### src/rtl/y_pkg.sv
// Shared change-in-Y definitions: complex word layout, lane helpers and sequencer states.
package y_pkg;

  localparam int unsigned WIDTH  = 48;
  localparam int unsigned HALF_W = WIDTH / 2;

  typedef struct packed {
    logic [HALF_W-1:0] re;
    logic [HALF_W-1:0] im;
  } cplx_t;

  typedef enum logic [2:0] {
    ST_IDLE,
    ST_FETCH,
    ST_SUB,
    ST_ADD,
    ST_DONE
  } y_state_e;

  function automatic logic [HALF_W-1:0] cplx_re(input logic [WIDTH-1:0] v);
    return v[WIDTH-1:HALF_W];
  endfunction

  function automatic logic [HALF_W-1:0] cplx_im(input logic [WIDTH-1:0] v);
    return v[HALF_W-1:0];
  endfunction

endpackage

### src/rtl/addsub_cplx.sv
// Lane-wise complex add/subtract (mode 0=add, 1=sub) with per-lane signed overflow flags.
module addsub_cplx
  import y_pkg::*;
(
  input  logic [WIDTH-1:0] a,
  input  logic [WIDTH-1:0] b,
  input  logic             mode,
  output logic [WIDTH-1:0] y_c,
  output logic             ovf_re_c,
  output logic             ovf_im_c
);

  cplx_t a_s, b_s, y_s;

  // Overflow: operands effectively share a sign but the result's sign differs.
  function automatic logic lane_ovf(input logic xs, input logic zs, input logic rs,
                                    input logic sub);
    return (sub ? (xs != zs) : (xs == zs)) && (rs != xs);
  endfunction

  assign a_s = cplx_t'(a);
  assign b_s = cplx_t'(b);

  always_comb begin
    y_s.re   = mode ? (a_s.re - b_s.re) : (a_s.re + b_s.re);
    y_s.im   = mode ? (a_s.im - b_s.im) : (a_s.im + b_s.im);
    ovf_re_c = lane_ovf(a_s.re[HALF_W-1], b_s.re[HALF_W-1], y_s.re[HALF_W-1], mode);
    ovf_im_c = lane_ovf(a_s.im[HALF_W-1], b_s.im[HALF_W-1], y_s.im[HALF_W-1], mode);
  end

  assign y_c = WIDTH'(y_s);

endmodule

### src/rtl/y_diag_update_seq.sv
// Sequences one node's branch (old,new) pairs and accumulates Ydiag - sum(old) + sum(new).
module y_diag_update_seq
  import y_pkg::*;
#(
  parameter int unsigned MAX_BR = 8,
  parameter int unsigned CNT_W  = 4
) (
  input  logic             clock,
  input  logic             reset,
  input  logic             start,
  input  logic             start_no_br,
  input  logic [WIDTH-1:0] y_diag_in,
  output logic             start_ready,
  input  logic             br_valid,
  output logic             br_ready,
  input  logic [WIDTH-1:0] br_y_old,
  input  logic [WIDTH-1:0] br_y_new,
  input  logic             br_last,
  output logic [WIDTH-1:0] y_out,
  output logic             y_out_valid,
  input  logic             y_out_ready,
  output logic [CNT_W-1:0] br_count,
  output logic             ovf,
  output logic             err_too_many
);

  y_state_e         state_q, state_d;
  logic [WIDTH-1:0] old_q, new_q;
  logic             last_q;
  logic             at_max_c;
  logic             too_many_c;
  logic             as_mode_c;
  logic [WIDTH-1:0] as_b_c, as_y_c;
  logic             as_ovf_re_c, as_ovf_im_c;

  // One shared add/sub unit: subtracts old in SUB, adds new in ADD.
  addsub_cplx u_addsub (
    .a        (y_out),
    .b        (as_b_c),
    .mode     (as_mode_c),
    .y_c      (as_y_c),
    .ovf_re_c (as_ovf_re_c),
    .ovf_im_c (as_ovf_im_c)
  );

  always_ff @(posedge clock) begin
    if (reset) begin
      state_q <= ST_IDLE;
    end else begin
      state_q <= state_d;
    end
  end

  always_comb begin
    state_d    = state_q;
    at_max_c   = (br_count == CNT_W'(MAX_BR));
    too_many_c = 1'b0;
    as_mode_c  = (state_q == ST_SUB);
    as_b_c     = as_mode_c ? old_q : new_q;
    case (state_q)
      ST_IDLE:  if (start) state_d = start_no_br ? ST_DONE : ST_FETCH;
      ST_FETCH: if (br_valid) state_d = ST_SUB;
      ST_SUB:   state_d = ST_ADD;
      ST_ADD: begin
        too_many_c = at_max_c && !last_q;
        state_d    = (last_q || at_max_c) ? ST_DONE : ST_FETCH;
      end
      ST_DONE:  if (y_out_ready) state_d = ST_IDLE;
      default:  state_d = ST_IDLE;
    endcase
  end

  // Handshake flags track the state being entered so they line up with state_q.
  always_ff @(posedge clock) begin
    if (reset) begin
      start_ready <= 1'b1;
      br_ready    <= 1'b0;
      y_out_valid <= 1'b0;
    end else begin
      start_ready <= (state_d == ST_IDLE);
      br_ready    <= (state_d == ST_FETCH);
      y_out_valid <= (state_d == ST_DONE);
    end
  end

  always_ff @(posedge clock) begin
    if (reset) begin
      y_out        <= '0;
      old_q        <= '0;
      new_q        <= '0;
      last_q       <= 1'b0;
      br_count     <= '0;
      ovf          <= 1'b0;
      err_too_many <= 1'b0;
    end else begin
      case (state_q)
        ST_IDLE: begin
          if (start) begin
            y_out        <= y_diag_in;
            br_count     <= '0;
            ovf          <= 1'b0;
            err_too_many <= 1'b0;
          end
        end
        ST_FETCH: begin
          if (br_valid) begin
            old_q    <= br_y_old;
            new_q    <= br_y_new;
            last_q   <= br_last;
            br_count <= br_count + CNT_W'(1);
          end
        end
        ST_SUB, ST_ADD: begin
          y_out <= as_y_c;
          if (as_ovf_re_c || as_ovf_im_c) ovf <= 1'b1;
          if (too_many_c) err_too_many <= 1'b1;
        end
        default: ;
      endcase
    end
  end

endmodule

### config.mk
export PLATFORM = sky130hd
export DESIGN_NAME = y_diag_update_seq
export DESIGN_NICKNAME = d
export VERILOG_FILES = /design/src/rtl/y_pkg.sv /design/src/rtl/addsub_cplx.sv /design/src/rtl/y_diag_update_seq.sv
export SDC_FILE = /design/constraint.sdc
export NUM_CORES = 1
export LEC_CHECK = 0
export ABC_AREA = 1
export ABC_CLOCK_PERIOD_IN_PS = 4400
export CORE_MARGIN = 10
export CORE_UTILIZATION = 52
export DETAILED_ROUTE_END_ITERATION = 8
export PLACE_DENSITY = 0.9
export SLEW_MARGIN = 20
export SYNTH_ARGS = -nofsm -noshare
export SYNTH_HDL_FRONTEND = slang
export SYNTH_SLANG_ARGS = --single-unit
### constraint.sdc
create_clock -name clock -period 4.4 [get_ports clock]
set_input_delay 0.44 -clock clock [delete_from_list [all_inputs] [get_ports clock]]
set_output_delay 0.44 -clock clock [all_outputs]
set_load 0.01 [all_outputs]
==> summary.md, run 1 <==
| Metric | Value |
|---|---|
| Leakage power | approximately 0.0053 µW |
| Filler Cell Count | between 1.5k and 2k |
| Fmax | about 0.24 GHz |
| Critical path data arrival time | roughly 4.5 ns |
| EDFF count, synth | 0 |
| Critical path type | register to register |
| Nets@finish | between 1.5k and 2k |
| Die height | approximately 160 µm |
| Initial antenna violation count | 1 |
| FF+latch area | 3148 µm² |
| Area share of the largest cell type after synthesis | approximately a third |
| Worst-path clk slew | around 0.07 ns |
| Worst Skew | a little under 0.009 ns |
| Global route total overflow | 0 |
| Clk root buf | clkbuf_16 |
| Drt drc | 0 |
| Final Critical Period | roughly 4.2 ns |
| Max-slew violation count | 0 |
| GP Congestion | 0.9495 |
| Largest family of logic cells by synthesized area | compound AO/OA/AOI/OAI gates |
| Avg Inst Size Synth | ~6.6 µm² |
| CTS tree | built |
| Simple-Gate Fraction of Synth Area | between 20% and 30% |
| Area of the die | between 20000 and 25000 µm² |
| Synth Net Count | 1693 |
| Final Setup Violations | 0 |
| Avg WL per Cell | roughly 18 µm |
| Avg Vias per Cell | between 5 and 6 |
| I/O Buffers | ~210 |
| Async SR Flop Fraction | 0% |
| TNS Setup | 0 ns |
| Setup crit end kind | register |
| Global-route wire length before repair | 52560 µm |
| Multi-input logic area | approximately 6000 µm² |
| CP max stage delay | 0.37 ns |
| CP max FO | 11 |
| IO Count | about 210 |
| Max_cap viols | 0 |
| Vias in the first global route | 10.06k |
| Mapped Cells | approximately 1.5k |
| Syn Std Cell Area | about 9800 µm² |
| Post-CTS Hold Buffers | 0 |
| Sequential fraction of the synthesis area | between 30% and 40% |
| Adder-cell area share of the yosys netlist | around 6.5% |
| Bufs and invs on worst path | 7 |
| Critical Path Source Type | register |
| # H-tree levels | 4 |
| Seq cells post-synth | ~160 |
| Power per cell area | approximately 480 nW/µm² |
| Hpwl dp | 26080 µm |
| Worst path top cell family by delay | simple AND/OR/NAND/NOR gates |
| Initial core utilization | between 50% and 60% |
| Largest net degree at the start of global routing | 75 |
| ANT cells | 0 |
| Post-synth top flop | dfxtp_1 |
| Worst slew margin | about half |
| YS warnings | 0 |
| DRT Pass-1 Iters | 6 |
| Synth Area in Compound Gates | about a quarter |
| Num rows | 50 |
| Peak supply drop | between 300 and 400 µV |
| Hold crit path type | register to register |
| ANT nets after route | 0 |
| Clock buffer depth | 2 |
| Share of layout cells above drive strength 1 | between 7 and 8% |
| Post-synthesis mux area share | 0% |
| Area grow syn2layout | 31.24% |
| Initial DRC Count | between 800 and 900 |
| GRT Util Overall | roughly a quarter |
| Final WL | roughly 34000 µm |
| Final Hold Viols | 0 |
| Distinct cells, synth | between 40 and 50 |
| Final core occ | ~69% |
| Number of buffers created by CTS | 17 |
| Slew @ Worst Pin | just over 0.7 ns |
| Synth area leader | dfxtp_1 |
| CP max-delay cell | dfxtp_4 |
| Clock sinks | about 160 |
| Core area | 18640 µm² |
| Crit-path most repeated cell | nand3_1 |
| Worst skew pair latency | 0.43 ns |
| Die X | ~160 µm |
| Synth area leaders | dfxtp_1 32%, o21ai_0 11%, nand2_1 10% |
| Outcome | complete, no violations |
| Total number of vias | approximately 11k |
| Post-synthesis xor/xnor area fraction | approximately 4.6% |
| Final worst-path cycle share | ~95% |
| Worst path required time | roughly 4.7 ns |
[metal layers]
metal	GRT usage (%)	up-vias	share of wire, %
met4	6.411	0	1.6
met5	0	-	0
met2	40.90	437	44
met3	6.350	41	9.3
met1	35.80	4958	45
li1	-	5358	-
[layout by cell type (no fill, tap or decap), types with 10 or more instances in the layout]
cell / count
nand2_1: 264
clkdlybuf4s50_1: 207
o21ai_0: 205
nor2_1: 196
a21oi_1: 165
dfxtp_1: 155
inv_1: 117
nand3_1: 55
ha_1: 47
xor2_1: 36
buf_4: 31
clkbuf_16: 17
o21ai_1: 16
xnor2_1: 16
o211ai_1: 15
nor2_2: 10
a31oi_1: 10
[state kept, by name, indices dropped and copies added, names as in the netlist]
register and cells:
br_count 4, br_ready 1, err_too_many 1, last_q 1, new_q 48, old_q 48
ovf 1, start_ready 1, state_q 3, y_out 48, y_out_valid 1
[tightest hold or removal path, stage by stage, from the launching register on]
cell	delay, ns
dfxtp_1	0.30
inv_1	0.06
a21oi_1	0.05
[Yosys cell counts (15+ instances only)]
| cell type | n |
|---|---|
| ha_1 | 48 |
| inv_1 | 118 |
| a21oi_1 | 170 |
| o211ai_1 | 15 |
| clkbuf_1 | 52 |
| nand3_1 | 58 |
| xnor2_1 | 16 |
| o21ai_0 | 207 |
| dfxtp_1 | 157 |
| o21ai_1 | 16 |
| xor2_1 | 36 |
| nor2_1 | 202 |
| nand2_1 | 268 |
[power breakdown]
| group | switching (µW) | internal (µW) |
|---|---|---|
| Combinational | 1850 | 1190 |
| Clock | 731 | 765 |
| Sequential | 109 | 1560 |
[per-stage QoR]
step | instance area [µm²] | setup slack, ns | power [µW] | hold WS [ns] | std cells
3_5_place_dp | 12130 | -0.01610 | 4562 | 0.4469 | 1887
6_report | 12920 | 0.2384 | 6201 | 0.4532 | 1928
2_1_floorplan | 9843 | 0.8610 | 3654 | 0.4245 | 1492
3_3_place_gp | 12130 | 0.1456 | 4524 | 0.4425 | 1887
5_1_grt | 12920 | -0.09338 | 6610 | 0.4758 | 1928
4_1_cts | 12730 | 0.03341 | 6060 | 0.4574 | 1919
[logic make-up after synthesis]
family          Yosys count
compound gates          455
xor+xnor                 52
fa+ha+maj                50
buf+inv                 203
flops                   157
simple gates            575
[path summary, 6_finish.rpt]
check,startpoint,endpoint,slack [ns],cells after the start
min,old_q[39],old_q[39],0.45,2
min reg2reg,old_q[39],old_q[39],0.45,2
max reg2reg,state_q[2],ovf,0.24,31
max,state_q[2],ovf,0.24,31
[final cells by class]
cell class / instances / area share, %
well taps: 234 / 2.266
multi-input cells: 1133 / 46.62
clock inverters: 15 / 1.337
clock buffers: 17 / 3.293
inverters: 129 / 3.768
repair buffers: 243 / 18.34
flip-flops and latches: 157 / 24.37
[repair_timing]
action                     in CTS  in global routing
pin swaps                       0                 10
gates cloned                    0                  1
setup endpoints to repair       3                 16
resized for setup               1                 35
setup buffers                   0                  8
hold endpoints to repair        0                  0
No activity file was read; power rests on OpenSTA's default activity.
==> run 2: changes to the inputs <==
--- a/config.mk
+++ b/config.mk
@@ -10,7 +10,7 @@
 export CORE_MARGIN = 10
 export CORE_UTILIZATION = 52
 export DETAILED_ROUTE_END_ITERATION = 8
-export PLACE_DENSITY = 0.9
+export PLACE_DENSITY = 0.87
 export SLEW_MARGIN = 20
 export SYNTH_ARGS = -nofsm -noshare
 export SYNTH_HDL_FRONTEND = slang
==> run 2 against run 1 <==
Non-clock buffer count decreased by 11. Global-route usage decreased by 0.88 points. Flip-flop and latch count unchanged. Register-to-register slack improved by 0.07 ns. Worst setup slack improved by 0.069 ns.
==> summary.md, run 2 (synthesis results as in run 1) <==
| Metric | Value |
|---|---|
| ANT nets after route | 0 (unchanged) |
| Commonest non-fill, non-tap cell in the layout | nand2_1 (unchanged) |
| Vias in the first global route | 9669 (was 10.06k) |
| Final worst-path cycle share | 93.01% (was 94.58%) |
| Die X | 157.6 µm (unchanged) |
| Multi-input logic area | 5982 µm² (was 6023 µm²) |
| Core area | 18640 µm² (unchanged) |
| Num rows | 50 (unchanged) |
| Avg WL per Cell | 17.06 µm (was 17.58 µm) |
| Setup crit end kind | register (unchanged) |
| Post-Place Cell Area | 12080 µm² (was 12130 µm²) |
| Slew @ Worst Pin | 0.9877 ns (was 0.7195 ns) |
| Clock buffer depth | 2 (unchanged) |
| Hpwl dp | 25140 µm (was 26080 µm) |
| FF+latch area | 3149 µm² (was 3148 µm²) |
| CP max FO | 26 (was 11) |
| Worst Skew | 0.008470 ns (was 0.008731 ns) |
| Placed cell count | 1879 (was 1887) |
| Largest net degree at the start of global routing | 100 (was 75) |
| Top Registers | new_q x48, old_q x48, y_out x48 (unchanged) |
| GR peak layer | met2 (unchanged) |
| Clk root buf | clkbuf_16 (unchanged) |
| Crit-path most repeated cell | nand2_1 (was nand3_1) |
| Met3 usage | 5.645% (was 6.350%) |
| Final Setup Violations | 0 (unchanged) |
| Die height | 157.6 µm (unchanged) |
| Bufs and invs on worst path | 4 (was 7) |
| Post-route cell area | 12820 µm² (was 12920 µm²) |
| Final Hold Viols | 0 (unchanged) |
| Commonest non-fill, non-tap cells in the layout | 267 x nand2_1, 207 x clkdlybuf4s50_1, 204 x o21ai_0, 198 x nor2_1, 169 x a21oi_1 (was 264 x nand2_1, 207 x clkdlybuf4s50_1, 205 x o21ai_0, 196 x nor2_1, 165 x a21oi_1) |
| Share of layout cells above drive strength 1 | 6.659% (was 7.910%) |
| Global route total overflow | 0 (unchanged) |
| I/O Buffers | 207 (unchanged) |
| Number of buffers created by CTS | 17 (unchanged) |
| Initial DRC Count | 938 (was 830) |
| Avg Vias per Cell | 5.515 (was 5.599) |
| Global-route wire length before repair | 50820 µm (was 52560 µm) |
| Drt drc | 0 (unchanged) |
| Max_cap viols | 0 (unchanged) |
| Global Route met2 Usage | 38.42% (was 40.90%) |
| GR Util met1 | 35.89% (was 35.80%) |
| Critical Path Source Type | register (unchanged) |
| Peak supply drop | 327.6 µV (was 305.0 µV) |
| Critical path type | register to register (unchanged) |
| Worst path top cell family by delay | simple AND/OR/NAND/NOR gates (unchanged) |
| CTS tree | built (unchanged) |
| CP max-delay cell | ha_1 (was dfxtp_4) |
| Area grow syn2layout | 30.25% (was 31.24%) |
| GRT Util Overall | 25.41% (was 26.29%) |
| Initial antenna violation count | 1 (unchanged) |
| Nets@finish | 1871 (was 1882) |
| # H-tree levels | 4 (unchanged) |
| TNS Setup | 0 ns (unchanged) |
| Worst slew margin | 34.15% (was 51.53%) |
| Total number of vias | 10.57k (was 10.79k) |
| Worst-path clk slew | 0.06 ns (was 0.07 ns) |
| Clock sinks | 157 (unchanged) |
| DRT Pass-1 Iters | 6 (unchanged) |
| Final WL | 32700 µm (was 33900 µm) |
| Leakage power | 0.005261 µW (was 0.005304 µW) |
| Outcome | complete, no violations (unchanged) |
| Design Power | 6176 µW (was 6201 µW) |
| Worst path required time | 4.76 ns (was 4.71 ns) |
| Area of the die | 24830 µm² (unchanged) |
| IO Count | 208 (unchanged) |
| Filler Cell Count | 1694 (was 1596) |
| Fmax | 0.2443 GHz (was 0.2403 GHz) |
| Worst skew pair latency | 0.44 ns (was 0.43 ns) |
| GP Congestion | 0.9878 (was 0.9495) |
| Hold crit path type | register to register (unchanged) |
| Initial core utilization | 52.80% (unchanged) |
| Power per cell area | 481.7 nW/µm² (was 480.0 nW/µm²) |
| Critical path data arrival time | 4.45 ns (was 4.48 ns) |
| Max-slew violation count | 0 (unchanged) |
| CP max stage delay | 0.38 ns (was 0.37 ns) |
| Fin cells | 1917 (was 1928) |
| Final Critical Period | 4.093 ns (was 4.162 ns) |
-- run 2: cell type report --
class                           instances  area share [%]
Antenna cell                            1         0.01952
Clock buffer                           17           3.318
Clock inverter                         14           1.376
Inverter                              129           3.826
Multi-Input combinational cell       1133           46.66
Sequential cell                       157           24.56
Tap cell                              234           2.284
Timing Repair Buffer                  232           17.96
-- run 2: worst register-to-register path, cell delays in order (launching register included) --
cell and delay [ns]:
dfxtp_4 0.37, inv_4 0.12, nand3_4 0.14, buf_12 0.19, o21ai_2 0.19, nand2_1 0.12, nor2_4 0.13, nand2_2 0.12
nor2_4 0.14, nand2_1 0.09, nor2_2 0.10, inv_2 0.06, nor3_4 0.13, nand2_1 0.12, nand3_1 0.10, o211ai_1 0.12
ha_1 0.38, nand2_1 0.17, nor3_2 0.18, nand2_1 0.08, or2_2 0.30, nand3_1 0.13, inv_1 0.07, nand3_1 0.09
nand3_1 0.10, nand3_1 0.09, nand2_1 0.05, a21oi_1 0.12
-- run 2: where the power goes --
group	internal [µW]	leakage, µW	switching [µW]
Combinational	1160	0.00368	1810
Clock	860	0.000298	675
Sequential	1560	0.00129	108
-- run 2: final timing paths --
path | startpoint | endpoint | cells after the start | slack (ns)
max | state_q[0] | ovf | 27 | 0.31
min reg2reg | ovf | ovf | 2 | 0.46
min | ovf | ovf | 2 | 0.46
max reg2reg | state_q[0] | ovf | 27 | 0.31
-- run 2: layer usage --
layer	vias up	share of wire [%]
met3	39	8.9
li1	5343	-
met5	-	0
met1	4783	47
met2	408	43
met4	0	1.2
-- run 2: through the flow --
step           hold WS (ns)  worst slack, ns  utilization, %
2_1_floorplan        0.4245           0.8610               -
3_3_place_gp         0.4441           0.2794           64.80
3_5_place_dp         0.4469           0.1752           64.80
4_1_cts              0.4546           0.1429           68.03
5_1_grt              0.4679         -0.01101           68.76
6_report             0.4553           0.3074           68.77
-- run 2: what timing repair did --
item,in CTS,in global routing
buffers inserted,0,4
resized for setup,0,24
endpoints found under the setup margin,0,12
hold endpoints to repair,0,0
hold buffers,0,0
==> run 3: changes to the inputs <==
--- a/config.mk
+++ b/config.mk
@@ -8,9 +8,10 @@
 export ABC_AREA = 1
 export ABC_CLOCK_PERIOD_IN_PS = 4400
 export CORE_MARGIN = 10
-export CORE_UTILIZATION = 52
+export CORE_UTILIZATION = 60
 export DETAILED_ROUTE_END_ITERATION = 8
-export PLACE_DENSITY = 0.87
+export DONT_BUFFER_PORTS = 1
+export PLACE_DENSITY = 0.82
 export SLEW_MARGIN = 20
 export SYNTH_ARGS = -nofsm -noshare
 export SYNTH_HDL_FRONTEND = slang
==> run 3 against run 2 <==
Largest power group unchanged. Cell area decreased by 16%. Global-route usage increased by 1.5 points. Via count shrank 6.0%. Critical endpoint is now y_out[19].
==> summary.md, run 3 (synthesis results as in run 1) <==
| Metric | Value |
|---|---|
| Final Setup Violations | 0 (unchanged) |
| Avg WL per Cell | 18.27 µm (was 17.06 µm) |
| Hold depth | 1 (was 2) |
| Initial antenna violation count | 0 (was 1) |
| Final Hold Viols | 0 (unchanged) |
| Worst-path clk slew | 0.07 ns (was 0.06 ns) |
| Filler Cell Count | 1467 (was 1694) |
| Worst Skew | 0.01467 ns (was 0.008470 ns) |
| Post-CTS Hold Buffers | 0 (unchanged) |
| Worst r2r dst | y_out[19] (was ovf) |
| Hold_sp | reset (was ovf) |
| Hpwl dp | 22960 µm (was 25140 µm) |
| Core area | 16000 µm² (was 18640 µm²) |
| Fmax | 0.2436 GHz (was 0.2443 GHz) |
| Max-slew violation count | 0 (unchanged) |
| Post-Place Cell Area | 9978 µm² (was 12080 µm²) |
| Final Critical Period | 4.106 ns (was 4.093 ns) |
| Vias in the first global route | 8995 (was 9669) |
| Area grow syn2layout | 9.101% (was 30.25%) |
| Worst path required time | 4.72 ns (was 4.76 ns) |
| Num rows | 46 (was 50) |
| Share of layout cells above drive strength 1 | 7.385% (was 6.659%) |
| RSZ-0062 raised after global routing | yes |
| GP Congestion | 1.009 (was 0.9878) |
| Hold slack | 0.08519 ns (was 0.4553 ns) |
| # H-tree levels | 4 (unchanged) |
| Total number of vias | 9941 (was 10.57k) |
| Peak supply drop | 310.3 µV (was 327.6 µV) |
| CP max FO | 29 (was 26) |
| ANT nets after route | 0 (unchanged) |
| Max_cap viols | 0 (unchanged) |
| Nets@finish | 1664 (was 1871) |
| Avg Vias per Cell | 5.872 (was 5.515) |
| Initial core utilization | 61.52% (was 52.80%) |
| Critical Path Source Type | register (unchanged) |
| Area of the die | 21930 µm² (was 24830 µm²) |
| Post-route cell area | 10740 µm² (was 12820 µm²) |
| Critical path type | register to register (unchanged) |
| Final worst-path cycle share | 93.31% (was 93.01%) |
| Setup crit end kind | register (unchanged) |
| Reg2reg setup slack | 0.29 ns (was 0.31 ns) |
| Worst slew margin | 32.85% (was 34.15%) |
| Critical path data arrival time | 4.42 ns (was 4.45 ns) |
| Clock buffer depth | 2 (unchanged) |
| Global-route wire length before repair | 47810 µm (was 50820 µm) |
| GRT Util Overall | 26.91% (was 25.41%) |
| CTS tree | built (unchanged) |
| FF-to-FF Start | state_q[0] (unchanged) |
| Outcome | complete, no violations (unchanged) |
| Final WL | 30930 µm (was 32700 µm) |
| Placed cell count | 1653 (was 1879) |
| Number of buffers created by CTS | 17 (unchanged) |
| Fin cells | 1693 (was 1917) |
| Clock sinks | 157 (unchanged) |
| Top Registers | new_q x48, old_q x48, y_out x48 (unchanged) |
| Hold crit path type | primary input to register (was register to register) |
| Drt drc | 0 (unchanged) |
| Initial DRC Count | 972 (was 938) |
| Die height | 148.1 µm (was 157.6 µm) |
| Clk root buf | clkbuf_16 (unchanged) |
| Worst skew pair latency | 0.44 ns (about the same) |
| Hold Path End | y_out[12] (was ovf) |
| Commonest non-fill, non-tap cell in the layout | nand2_1 (unchanged) |
| Final core occ | 67.12% (was 68.77%) |
| Design Power | 5969 µW (was 6176 µW) |
| Commonest non-fill, non-tap cells in the layout | 266 x nand2_1, 204 x o21ai_0, 199 x nor2_1, 168 x a21oi_1, 156 x dfxtp_1 (was 267 x nand2_1, 207 x clkdlybuf4s50_1, 204 x o21ai_0, 198 x nor2_1, 169 x a21oi_1) |
| Global route total overflow | 0 (unchanged) |
| Slew @ Worst Pin | 1.006 ns (was 0.9877 ns) |
| IO Count | 208 (unchanged) |
| Power per cell area | 555.8 nW/µm² (was 481.7 nW/µm²) |
| Die X | 148.1 µm (was 157.6 µm) |
| DRT Pass-1 Iters | 7 (was 6) |
| Largest net degree at the start of global routing | 73 (was 100) |
| Cells on worst reg2reg path | 23 (was 27) |
| I/O Buffers | 0 (was 207) |
| Leakage power | 0.004474 µW (was 0.005261 µW) |
-- run 3: metal layers --
| metal | vias to the layer above | share of wire [%] | track usage [%] |
|---|---|---|---|
| met3 | 30 | 10 | 7.282 |
| met5 | - | 0 | 0 |
| met4 | 0 | 1.0 | 5.996 |
| met2 | 465 | 42 | 39.47 |
| li1 | 4918 | - | - |
| met1 | 4528 | 47 | 38.32 |
-- run 3: through the flow --
stage / setup WS (ns) / TNS [ns]
2_1_floorplan: 0.8610 / 0
3_3_place_gp: 0.1720 / 0
3_5_place_dp: 0.08459 / 0
4_1_cts: 0.06811 / 0
5_1_grt: -0.1633 / -0.3555
6_report: 0.2942 / 0
-- run 3: power breakdown --
group	internal (µW)	switching [µW]	total (µW)
clock	942	671	1610
combinational	939	1700	2640
sequential	1560	158	1720
-- run 3: how the worst max path moves through the flow --
| stage | startpoint | end | slack, ns | cells past startpoint |
|---|---|---|---|---|
| 6_report | state_q[0] | y_out[19] | 0.29 | 23 |
| 5_1_grt | state_q[0] | y_out[21] | -0.16 | 26 |
| 4_1_cts | state_q[0] | ovf | 0.07 | 28 |
| 3_5_place_dp | state_q[2] | ovf | 0.08 | 28 |
| 3_3_place_gp | state_q[0] | ovf | 0.17 | 28 |
| 2_1_floorplan | state_q[0] | y_out[23] | 0.86 | 28 |
-- run 3: what timing repair did --
action                                  4_1_cts  5_1_grt
endpoints found under the setup margin        0       15
gates resized for setup                       0       20
buffers inserted                              0        4
-- run 3: layout make-up --
type	instances	area [µm²]	area share, %
multi-input combinational	1134	5981	55.69
timing repair buffer	24	222.7	2.074
clock inverter	12	172.7	1.608
antenna	1	2.502	0.02330
clock buffer	20	456.7	4.253
inverter	129	486.7	4.532
tap	216	270.3	2.517
sequential	157	3147	29.30
-- run 3: worst max-delay path, stage by stage (launching register included) --
cell      delay, ns
dfxtp_4        0.38
inv_4          0.12
nand3_4        0.14
buf_12         0.20
o21ai_2        0.18
nand2_1        0.11
nor2_4         0.13
nand2_2        0.11
nor2_1         0.17
inv_2          0.07
a21oi_1        0.15
inv_2          0.08
a31oi_1        0.28
ha_1           0.34
a21oi_1        0.18
o21ai_0        0.10
o21bai_1       0.19
a21oi_2        0.18
inv_1          0.06
a21oi_1        0.25
o21ai_0        0.15
xor2_1         0.15
o21ai_0        0.14
a21oi_1        0.08
==> variant: new RTL, config.mk and constraints of run 3 <==
The parameter `MAX_BR` goes from 8 to 4.
--- a/src/rtl/y_diag_update_seq.sv
+++ b/src/rtl/y_diag_update_seq.sv
@@ -4,3 +4,3 @@
 #(
-  parameter int unsigned MAX_BR = 8,
+  parameter int unsigned MAX_BR = 4,
   parameter int unsigned CNT_W  = 4
Behaviour: no difference found for any inputs over 4 cycles, from zero or initial values and one cycle with reset high; that may be too few to reach the edited logic, so the function may still have changed.
==> variant against run 3 <==
Synthesized area hardly changed. Sequential share of layout area is 0.099 points higher. Combinational power hardly changed. Setup slack gained 2.5 ps. Design area fell by 0.26%. Sequential cell count stayed put. Total power shrank 1.5%. Routed wire length decreased by 1.5%. Critical path type unchanged. Critical endpoint is now ovf. Highest routed layer is now met5.
==> variant: results (changes against run 3) <==
[status]
status = finished, final reports clean

[cells_and_area]
top_regs = new_q x48, old_q x48, y_out x48
final_layout_size_suffix_gt1_frac = 0.0711  ; -0.00271
n_fill_cell = 1491  ; +1.6%

[pwr]
intPower_mw = 3.36  ; -2.3%
power.leakage_nw = 4.46  ; -0.30%
ir_drop_uv = 332  ; +7.1%

[yosys]
avgSynthCellArea_um2 = 6.59  ; about the same
synth_compound_area_frac = 0.247  ; about the same
ys_seq_area_frac = 0.319  ; about the same
synth_xor_area_frac = 0.0462  ; about the same
synth_adder_area_share = 0.0650  ; about the same
yosys-top-cells-count = nand2_1 (269), o21ai_0 (207), nor2_1 (203)
yosysWarnings = 0  ; unchanged
muxShareOfSynthArea = 0  ; unchanged
netlist_top_cells_area = dfxtp_1 (32%), o21ai_0 (11%), nand2_1 (10%), a21oi_1 (8.6%), nor2_1 (7.7%)
synth.distinct_cells = 44  ; -2.2%
async_flop_share = 0  ; unchanged
ys.flop_type = dfxtp_1
synth_fp_nets = 1695  ; +0.12%

[route]
wl_mm = 30.5  ; -1.5%
vias_per_cell = 5.85  ; -0.45%
drt-initial-drc-count = 1059  ; +9.0%
first_pass_iters = 6  ; -1
wl_per_cell_um = 18.0  ; -1.5%

[placed_design]
port_buffers = 0  ; unchanged
gp_congestion = 1.00  ; -0.92%
dpl.cell_count = 1655  ; +0.12%
placed_cell_area_mm2 = 0.0100  ; +0.18%
dpl_worst_slack_ps = 193  ; +108 ps
dp_hpwl_mm = 23.0  ; about the same

[global_route]
grtUsageTotal = 0.263  ; -0.00653
grt_pass1_vias = 8967  ; -0.31%
grt_max_degree = 88  ; +21%
grt_pass1_wl_mm = 46.8  ; -2.1%
antenna_found_initial = 2  ; +2

[cts]
numCtsBuffers = 17  ; unchanged
ctsRootBufferMaster = clkbuf_16
cts_htree_levels = 4  ; unchanged
clk_latency_ps = 440  ; about the same
clockBufferDepth = 2  ; unchanged
clk_pin_slew_ps = 60

[min_path]
hold_path.class = in -> reg
hp-start = reset
hold_depth = 1  ; unchanged

[timing]
setup_viol = 0  ; unchanged
relSlewSlack = 0.381  ; +0.0529
fmax_mhz = 244  ; about the same
finClkSkew_ps = 7.79  ; -6.88 ps
hold_ws_ps = 73.8  ; -11.4 ps

[setup_path]
critPathMaxFanout = 6  ; -79%
slowest_delay_ps = 390
reg2reg_depth = 30  ; +30%
regToRegSetupSlack_ps = 300
worstSetupStartpoint = state_q[2]
slowest_stage = ha_1
arrival_ps = 4420  ; about the same
worst_r2r_startpoint = state_q[2]

[flow_run]
cap_viol_max_count = 0  ; unchanged

[variant: cell type report]
type	instances	area, µm²	share of cell area
antenna	2	5.00	0.000467
clock buffer	17	425	0.0397
clock inverter	14	176	0.0165
inverter	130	493	0.0460
multi-input combinational	1134	5950	0.556
sequential	157	3150	0.294
tap	216	270	0.0252
timing repair buffer	24	239	0.0223
[variant: repair_timing]
item	CTS	global route
hold buffers	0	0
endpoints found under the setup margin	0	9
gates resized for setup	0	15
buffers inserted	0	4
[variant: routing by layer]
layer  vias to the layer above  routed length [µm]  GRT usage
met4                         2                 566     0.0719
li1                       4919                   -          -
met1                      4444               13600      0.370
met5                         -                  14          0
met2                       488               12700      0.379
met3                        49                3590     0.0768
[variant: worst paths after layout]
| check | to |
|---|---|
| min | state_q[1] |
| max | ovf |
| max reg2reg | ovf |
| min reg2reg | old_q[33] |
[variant: metrics by stage]
stage | total power, mW | setup TNS, ps
CTS | 5.79 | 0
detailed placement | 4.25 | 0
global route | 6.27 | -23.3
global placement | 4.21 | 0
floorplan | 3.65 | 0
finish | 5.88 | 0
[variant: power by group through the flow]
stage / Sequential, mW / Clock, mW / Combinational [mW]
4_1_cts: 1.71 / 1.54 / 2.53
3_3_place_gp: 1.74 / 0 / 2.47
2_1_floorplan: 1.69 / 0 / 1.96
5_1_grt: 1.73 / 1.60 / 2.94
3_5_place_dp: 1.75 / 0 / 2.51
6_report: 1.72 / 1.53 / 2.63
[variant: critical path, delay by kind of cell, from the launching register on]
| kind | cells | cell delay (ps) |
|---|---|---|
| flops | 1 | 360 |
| compound gates | 4 | 370 |
| simple gates | 17 | 2050 |
| xor+xnor | 1 | 160 |
| fa+ha+maj | 1 | 390 |
| buf+inv | 7 | 660 |
[variant: cell families after synthesis]
| logic type | count (synthesis) |
|---|---|
| AND/OR/NAND/NOR | 576 |
| AO/OA/AOI/OAI | 455 |
| buffers and inverters | 204 |
| flip-flops | 157 |
| XOR/XNOR | 52 |
| adder cells (fa/ha/maj) | 50 |
